[config.mk]
export PLATFORM = sky130hd
export DESIGN_NAME = hub75_framebuffer
export DESIGN_NICKNAME = d
export VERILOG_FILES = /design/src/rtl/hub75_pkg.sv /design/src/rtl/fb_bank.sv /design/src/rtl/hub75_framebuffer.sv
export SDC_FILE = /design/constraint.sdc
export NUM_CORES = 2
export LEC_CHECK = 0
export BUFFER_PORTS_ARGS = -buffer_cell sky130_fd_sc_hd__buf_2
export CORE_MARGIN = 8
export CORE_UTILIZATION = 30
export DETAILED_ROUTE_END_ITERATION = 8
export GPL_ROUTABILITY_DRIVEN = 1
export PLACE_DENSITY_LB_ADDON = 0.08
export SLEW_MARGIN = 20
export SYNTH_ARGS = -nofsm -noshare
export SYNTH_HDL_FRONTEND = slang
export SYNTH_SLANG_ARGS = --single-unit
[constraint.sdc]
create_clock -name clk -period 36 [get_ports clk]
set_input_delay 1.8 -clock clk [delete_from_list [all_inputs] [get_ports clk]]
set_output_delay 1.8 -clock clk [all_outputs]
set_load 0.05 [all_outputs]
[src/rtl/hub75_pkg.sv]
// hub75_pkg: shared geometry defaults, pixel type and framebuffer state encoding
package hub75_pkg;
  localparam int DEF_COLS = 32;
  localparam int DEF_HALF_ROWS = 8;
  localparam int DEF_COL_W = $clog2(DEF_COLS);
  localparam int DEF_ROW_W = $clog2(DEF_HALF_ROWS);
  typedef logic [2:0] rgb_t;
  typedef enum logic [1:0] {IDLE, CLEAR, SWAP_WAIT} fb_state_t;
endpackage

[src/rtl/fb_bank.sv]
// fb_bank: one framebuffer bank (top/bottom arrays), single write port, registered {top,bottom} read; ports: i clk/rst/we/we_bot/we_both/waddr/wdata/re/raddr, o rdata_top/rdata_bot
module fb_bank import hub75_pkg::*; #(
  parameter int DEPTH = DEF_HALF_ROWS * DEF_COLS,
  parameter int AW = $clog2(DEPTH)
) (
  input  logic          clk,
  input  logic          rst,
  input  logic          we,
  input  logic          we_bot,
  input  logic          we_both,
  input  logic [AW-1:0] waddr,
  input  logic [2:0]    wdata,
  input  logic          re,
  input  logic [AW-1:0] raddr,
  output logic [2:0]    rdata_top,
  output logic [2:0]    rdata_bot
);
  rgb_t r_top [DEPTH];
  rgb_t r_bot [DEPTH];
  rgb_t r_rd_top, r_rd_bot;
  always_ff @(posedge clk) begin
    if (we && (we_both || !we_bot)) r_top[waddr] <= wdata;
    if (we && (we_both || we_bot)) r_bot[waddr] <= wdata;
  end
  always_ff @(posedge clk or posedge rst) begin
    if (rst) begin
      r_rd_top <= '0;
      r_rd_bot <= '0;
    end else if (re) begin
      r_rd_top <= r_top[raddr];
      r_rd_bot <= r_bot[raddr];
    end
  end
  assign rdata_top = r_rd_top;
  assign rdata_bot = r_rd_bot;
endmodule

[src/rtl/hub75_framebuffer.sv]
// hub75_framebuffer: double-buffered HUB75 pixel store; host writes/clears back bank, scan reads front bank, swap at frame_end
// ports: clk, rst, host write (wr_*), clear (clr_*), swap (swap_req/frame_end/swap_done), busy, front_bank, scan read (rd_*)
module hub75_framebuffer import hub75_pkg::*; #(
  parameter int COLS = DEF_COLS,
  parameter int HALF_ROWS = DEF_HALF_ROWS,
  parameter int COL_W = $clog2(COLS),
  parameter int ROW_W = $clog2(HALF_ROWS)
) (
  input  logic             clk,
  input  logic             rst,
  input  logic             wr_valid,
  output logic             wr_ready,
  input  logic [COL_W-1:0] wr_x,
  input  logic [ROW_W:0]   wr_y,
  input  logic [2:0]       wr_rgb,
  input  logic             clr_req,
  input  logic [2:0]       clr_rgb,
  input  logic             swap_req,
  input  logic             frame_end,
  output logic             swap_done,
  output logic             busy,
  output logic             front_bank,
  input  logic             rd_en,
  input  logic [ROW_W-1:0] rd_row,
  input  logic [COL_W-1:0] rd_col,
  output logic             rd_valid,
  output logic [2:0]       rd_rgb0,
  output logic [2:0]       rd_rgb1
);
  localparam int AW = ROW_W + COL_W;
  localparam int DEPTH = HALF_ROWS * COLS;
  fb_state_t r_state, w_next;
  logic r_front, r_pend, r_swap_done, r_rd_valid, r_rd_sel;
  rgb_t r_clr_rgb;
  logic [AW-1:0] r_cnt;
  logic w_clear, w_last, w_acc, w_we, w_swap;
  logic [AW-1:0] w_waddr;
  rgb_t w_wdata;
  logic [2:0] w_top0, w_bot0, w_top1, w_bot1;
  assign w_clear = (r_state == CLEAR);
  assign w_last = (r_cnt == AW'(DEPTH - 1));
  assign w_acc = wr_valid && (r_state == IDLE);
  assign w_swap = (r_state == SWAP_WAIT) && frame_end;
  assign w_we = w_acc || w_clear;
  assign w_waddr = w_clear ? r_cnt : {wr_y[ROW_W-1:0], wr_x};
  assign w_wdata = w_clear ? r_clr_rgb : wr_rgb;
  always_comb begin
    w_next = r_state;
    if (r_state == IDLE) w_next = clr_req ? CLEAR : swap_req ? SWAP_WAIT : IDLE;
    else if (r_state == CLEAR) w_next = w_last ? ((r_pend || swap_req) ? SWAP_WAIT : IDLE) : CLEAR;
    else w_next = frame_end ? IDLE : SWAP_WAIT;
  end
  always_ff @(posedge clk or posedge rst) begin
    if (rst) begin
      r_state <= IDLE;
      r_front <= 1'b0;
      r_pend <= 1'b0;
      r_swap_done <= 1'b0;
      r_clr_rgb <= '0;
      r_cnt <= '0;
      r_rd_valid <= 1'b0;
      r_rd_sel <= 1'b0;
    end else begin
      r_state <= w_next;
      r_swap_done <= w_swap;
      r_rd_valid <= rd_en;
      if (w_swap) r_front <= ~r_front;
      if (rd_en) r_rd_sel <= r_front;
      if (r_state == IDLE && clr_req) begin
        r_clr_rgb <= clr_rgb;
        r_cnt <= '0;
        r_pend <= swap_req;
      end else if (w_clear) begin
        r_cnt <= w_last ? '0 : r_cnt + 1'b1;
        if (swap_req) r_pend <= 1'b1;
      end else if (w_swap) r_pend <= 1'b0;
    end
  end
  // back bank is the one not displayed; both banks read on rd_en, front chosen by the bank sampled with the request
  fb_bank #(.DEPTH(DEPTH), .AW(AW)) u_bank0 (
    .clk(clk), .rst(rst), .we(w_we && r_front), .we_bot(wr_y[ROW_W]), .we_both(w_clear),
    .waddr(w_waddr), .wdata(w_wdata), .re(rd_en), .raddr({rd_row, rd_col}),
    .rdata_top(w_top0), .rdata_bot(w_bot0)
  );
  fb_bank #(.DEPTH(DEPTH), .AW(AW)) u_bank1 (
    .clk(clk), .rst(rst), .we(w_we && !r_front), .we_bot(wr_y[ROW_W]), .we_both(w_clear),
    .waddr(w_waddr), .wdata(w_wdata), .re(rd_en), .raddr({rd_row, rd_col}),
    .rdata_top(w_top1), .rdata_bot(w_bot1)
  );
  assign wr_ready = (r_state == IDLE);
  assign busy = (r_state != IDLE);
  assign front_bank = r_front;
  assign swap_done = r_swap_done;
  assign rd_valid = r_rd_valid;
  assign rd_rgb0 = r_rd_sel ? w_top1 : w_top0;
  assign rd_rgb1 = r_rd_sel ? w_bot1 : w_bot0;
endmodule

Word level (Yosys, flattened, before mapping)
Memories as Yosys holds them, arrays and structs flattened. A register that Yosys moved wholly into a read port is not among the register bits.
Index checks and enable logic that the tools add are counted.
{"block": "op_classes", "n_bitwise": 1, "addsub": 1, "n_reduce_logical": 20, "n_eq_ne": 4, "muxes": 26}
{"operator": "$mux 8", "n": 4}
{"operator": "$mux 2", "n": 7}
{"operator": "$mux 1", "n": 12}
{"operator": "$logic_and 1x1->1", "n": 9}
{"operator": "$mux 3", "n": 3}
{"operator": "$add 8x1->8 const B", "n": 1}
{"operator": "$eq 8x8->1 const B", "n": 1}
{"operator": "$logic_or 1x1->1", "n": 4}
{"operator": "$reduce_bool 2->1", "n": 2}
{"operator": "$ne 3x3->1 const B", "n": 1}
{"operator": "$reduce_bool 3->1", "n": 1}
{"operator": "$eq 2x1->1 const B", "n": 1}
{"operator": "$eq 2x2->1 const B", "n": 1}
{"operator": "$logic_not 1->1", "n": 2}
{"operator": "$logic_not 2->1", "n": 1}
{"operator": "$reduce_and 2->1", "n": 1}
{"operator": "$not 1->1", "n": 1}
{"block": "word_totals", "input_bits": 30, "ramBits": 3072, "output_inout_bits": 11, "regBits": 18, "mem_count": 4}
{"name": "u_bank0.r_bot", "depth": 256, "word_bits": 3, "rd": 1, "rd_ports_with_merged_regs": 1, "wr": 1, "line": "fb_bank.sv:19", "source": "rgb_t r_bot [DEPTH];"}
{"name": "u_bank0.r_top", "depth": 256, "word_bits": 3, "rd": 1, "rd_ports_with_merged_regs": 1, "wr": 1, "line": "fb_bank.sv:18", "source": "rgb_t r_top [DEPTH];"}
{"name": "u_bank1.r_bot", "depth": 256, "word_bits": 3, "rd": 1, "rd_ports_with_merged_regs": 1, "wr": 1, "line": "fb_bank.sv:19"}
{"name": "u_bank1.r_top", "depth": 256, "word_bits": 3, "rd": 1, "rd_ports_with_merged_regs": 1, "wr": 1, "line": "fb_bank.sv:18"}

Depth between registers and ports, before layout
{"block": "depth", "ltp_word": 7, "mapped_depth": 13, "depth_no_buf": 6}

Hierarchy
From an unflattened synthesis, not the netlist that was laid out.
{"block": "hier_totals", "cells_unflattened": 6706, "area_unflattened_um2": 124555.7}
{"module": "fb_bank", "area_per_inst_um2": 61721.7, "cells_per_inst": 3288, "instances": 2}
{"module": "hub75_framebuffer", "area_per_inst_um2": 1112.3, "cells_per_inst": 130, "instances": 1}

Worst setup path after synthesis
OpenSTA, ideal clock, no wires.
{"block": "synth_path", "path_type": "input to register", "from": "input wr_rgb[0]", "to": "memory u_bank0.r_bot[0][0] (netlist bit) (data pin)", "required_ns": 33.308, "path_stages": 2, "arrival_ns": 13.699, "path_buffers": 0, "slack_ns": 19.610, "cell_sequence": "nand2_1 -> nand2_1"}
{"block": "synth_via", "elab_chain_cells": 1}
{"item": "from (decl)", "line": "hub75_framebuffer.sv:15", "source": "input logic [2:0] wr_rgb,"}
{"item": "$mux 3", "line": "hub75_framebuffer.sv:46", "source": "assign w_wdata = w_clear ? r_clr_rgb : wr_rgb;"}
{"item": "via u_bank0.wdata[0]", "line": "fb_bank.sv:12", "source": "input logic [2:0] wdata,"}
{"item": "to (decl)", "line": "fb_bank.sv:19"}
The timed path passes the listed nets, and every way through them passes these cells.

==> impl_metrics.yaml <==
sta:
  relSlewSlack_pct: 20.2
  skew_ns: 0.0383
  fin_setup_tns_ns: 0
  period_needed_ns: 6.25
  clock.fmax_ghz: 0.160
  setup_slack_ns: 29.75
  fin_crit_sh_pct: 17.4
  timing.hold.ws_ns: 0.511
  hold_viol_final: 0
  rsz0062_at_grt: "no"
  setup_viol: 0
  worstMarginPinSlew_ns: 1.18
  drv_slew: 0
routing:
  drc: 0
  drt_iter0_markers: 6115
  wirelength_um: 406000
  detail-route-antenna-nets: 0
  via_per_inst: 5.13
  highest_layer: "met5"
  dr.pass1.iters: 7
  wl_met3_um: 21100
  met2_wirelength_um: 194000
  drt-met1-wl_um: 184000
  drt-wirelength-per-cell_um: 31.5
  vias: 66102
power_and_ir_drop:
  seqPwrFrac_pct: 48.3
  combPwrFrac_pct: 14.4
  power_density_nw_per_um2: 68.0
  switching_share_pct: 28.0
  leakage_uw: 0.0444
  internal_power_uw: 6980
  p_switching_uw: 2710
  clockPowerShare_pct: 37.3
  vdd_drop_max_uv: 68.4
yosys:
  yosysTopAreaCell: "edfxtp_1"
  ys_types: 66
  synth_edf_count: 3072
  synth_warnings: 0
  synth_area_leaders: "edfxtp_1 74%, mux4_2 8.3%, mux2i_1 4.7%"
  synthArstFlopShare_pct: 0.967
  yosysMostFrequentCell: "edfxtp_1"
  yosysTopAreaCellShare_pct: 74.0
  synthFlopType: "edfxtp_1"
  postSynthAreaPerCell_um2: 17.8
  synth_nets: 7055
  syn_inst: 7024
  yosys_register_bits: 3102
  ys_seq_area_share_pct: 74.6
  synthTopCellsByCount: "3072 x edfxtp_1, 1073 x nor2_1, 585 x mux2i_1"
  synth_area_um2: 125000
clocking:
  post_cts_resized: 0
  cts_root_buf: "clkbuf_16"
  clock_latency_ns: 0.93
  cts_buffers: 357
  cts_buffer_depth: 4
  clock_sinks: 3102
  cts.clk_slew.worst_paths_ns: 0.06
  h-tree-depth: 5
  cts_tree: "built"
  cts_hold_buf: 0
  postCtsSetupBuffers: 0
status:
  outcome: "finished clean"
grt:
  grt_overflow_total: 0
  antenna_found_initial: 44
  grt_max_degree: 181
  first_global_vias: 69130
  grt_usage_pct: 18.1
  grt_pass1_wl_um: 561000
critical_path:
  crit_arrival_ns: 7.08
  crit_top_cell: "buf_4"
  critPathTopFamily: "buffers and inverters"
  required_ns: 36.83
  cpPeakStageDelay_ns: 0.89
  end_kind: "flop"
  cp_num_buf_inv: 5
  start_kind: "primary input"
  criticalPathCategory: "in2reg"
  path_cells: "buf_8 > buf_4 > buf_4 > buf_12 > buf_4 > mux4_2 > mux2i_1 > o2111ai_1 > a31oi_1 > or4_1 > o311ai_1"
  crit_fanout: 109
  cpMaxStageDelayCell: "buf_4"
  startpoint: "rd_col[1]"
  r2r-start: "r_state[1]$_DFF_PP0_"
floorplan:
  std_cell_rows: 236
  die_area_um2: 436000
  die_w_um: 661
  io_pins: 41
  start_util_pct: 30.2
  coreArea_um2: 413000
  die_h_um: 661
final_layout:
  utilization_pct: 34.4
  finalNetCount: 7147
  drive_above_1_share_pct: 18.9
  areaGrowthSynthToFinish_pct: 14.2
  final_area_um2: 142000
worst_hold_path:
  min-delay-path-class: "reg2reg"
  hp-start: "r_clr_rgb[2]$_DFFE_PP0P_"
placement:
  port_buffers: 40
  gp_congestion: 0.774
  dp_slack_ns: 28.70
  hpwl_um: 250000
  dpl_cell_area_um2: 131000
run:
  max_cap_viol_count: 0
kinds of logic (layout without fill, tap and decap cells):
kind of cell,after synthesis,count (layout),share of synthesized area (%)
flip-flops,3102,3102,74.6
adder cells (fa/ha/maj),1,1,0.0100
multiplexers,1163,1163,14.1
AND/OR/NAND/NOR,1533,1533,4.91
buffers and inverters,505,889,2.33
AO/OA/AOI/OAI,717,717,4.06
other,0,10,0
XOR/XNOR,3,3,0.0211
layer usage:
| metal | vias to the layer above | GRT usage, % |
|---|---|---|
| li1 | 28203 | - |
| met1 | 35673 | 25.4 |
| met2 | 1804 | 30.0 |
| met3 | 418 | 2.97 |
| met4 | 4 | 3.31 |
| met5 | - | 0 |
layout make-up:
class,instances,area [um2]
fill,39151,271000
sequential,3102,93000
multi-input combinational,3417,29100
clock buffer,459,9700
tap,5474,6850
clock inverter,192,1820
timing repair buffer,227,1770
inverter,11,56.3
antenna,10,25.0
state kept, by name, summed over array words and instances (netlist names):
register           count
r_cnt                  8
u_bank1.r_bot        768
r_clr_rgb              3
r_state                2
r_rd_sel               1
u_bank0.r_top        768
r_pend                 1
u_bank1.r_top        768
u_bank0.rdata_top      3
u_bank1.rdata_top      3
u_bank0.rdata_bot      3
swap_done              1
front_bank             1
rd_valid               1
u_bank0.r_bot        768
u_bank1.rdata_bot      3
metrics by stage:
stage                     instances  power (uW)
final                         12892        9690
after global routing          12884       10000
after CTS                     12882        9830
after detailed placement      12231        6210
after global placement        12227        6190
after floorplan                7024        6300
power by group through the flow:
| stage | clock (uW) | sequential, uW | combinational (uW) |
|---|---|---|---|
| detailed placement | 0 | 4760 | 1450 |
| floorplan | 0 | 5650 | 651 |
| finish | 3610 | 4680 | 1390 |
| CTS | 3700 | 4680 | 1450 |
| global route | 3830 | 4690 | 1510 |
| global placement | 0 | 4760 | 1440 |
cells in the final DEF, fill, tap and decap left out, types with 17 or more instances in the layout:
master / instances
buf_4: 174
o22ai_1: 167
mux2i_1: 585
a31oi_1: 27
mux2_2: 118
dfrtp_1: 30
clkbuf_16: 369
mux4_2: 460
o211ai_1: 23
a211oi_1: 42
clkinv_2: 64
nor2_1: 1069
a221o_1: 21
bufinv_16: 31
a221oi_1: 69
nand2_2: 33
and2_1: 17
buf_2: 37
nand3_1: 34
o2111ai_1: 30
clkinv_1: 67
nor3_1: 42
nand2_1: 238
edfxtp_1: 3072
o221ai_1: 82
clkbuf_1: 77
a21oi_1: 93
o21ai_0: 68
path summary, 6_finish.rpt:
path                                               endpoint  slack [ns]  depth (start not counted)
setup / recovery           u_bank1.rdata_bot[0]$_DFFE_PP0P_       29.75                         11
hold / removal                     r_clr_rgb[2]$_DFFE_PP0P_        0.51                          1
setup reg to reg             u_bank0.r_bot[89][1]$_DFFE_PP_       30.76                          8
hold reg to reg                    r_clr_rgb[2]$_DFFE_PP0P_        0.51                          1
max in group asynchronous  u_bank0.rdata_bot[0]$_DFFE_PP0P_       34.34                          3
min in group asynchronous          r_clr_rgb[2]$_DFFE_PP0P_        1.06                          3
Power figures use the tool's default switching activity.
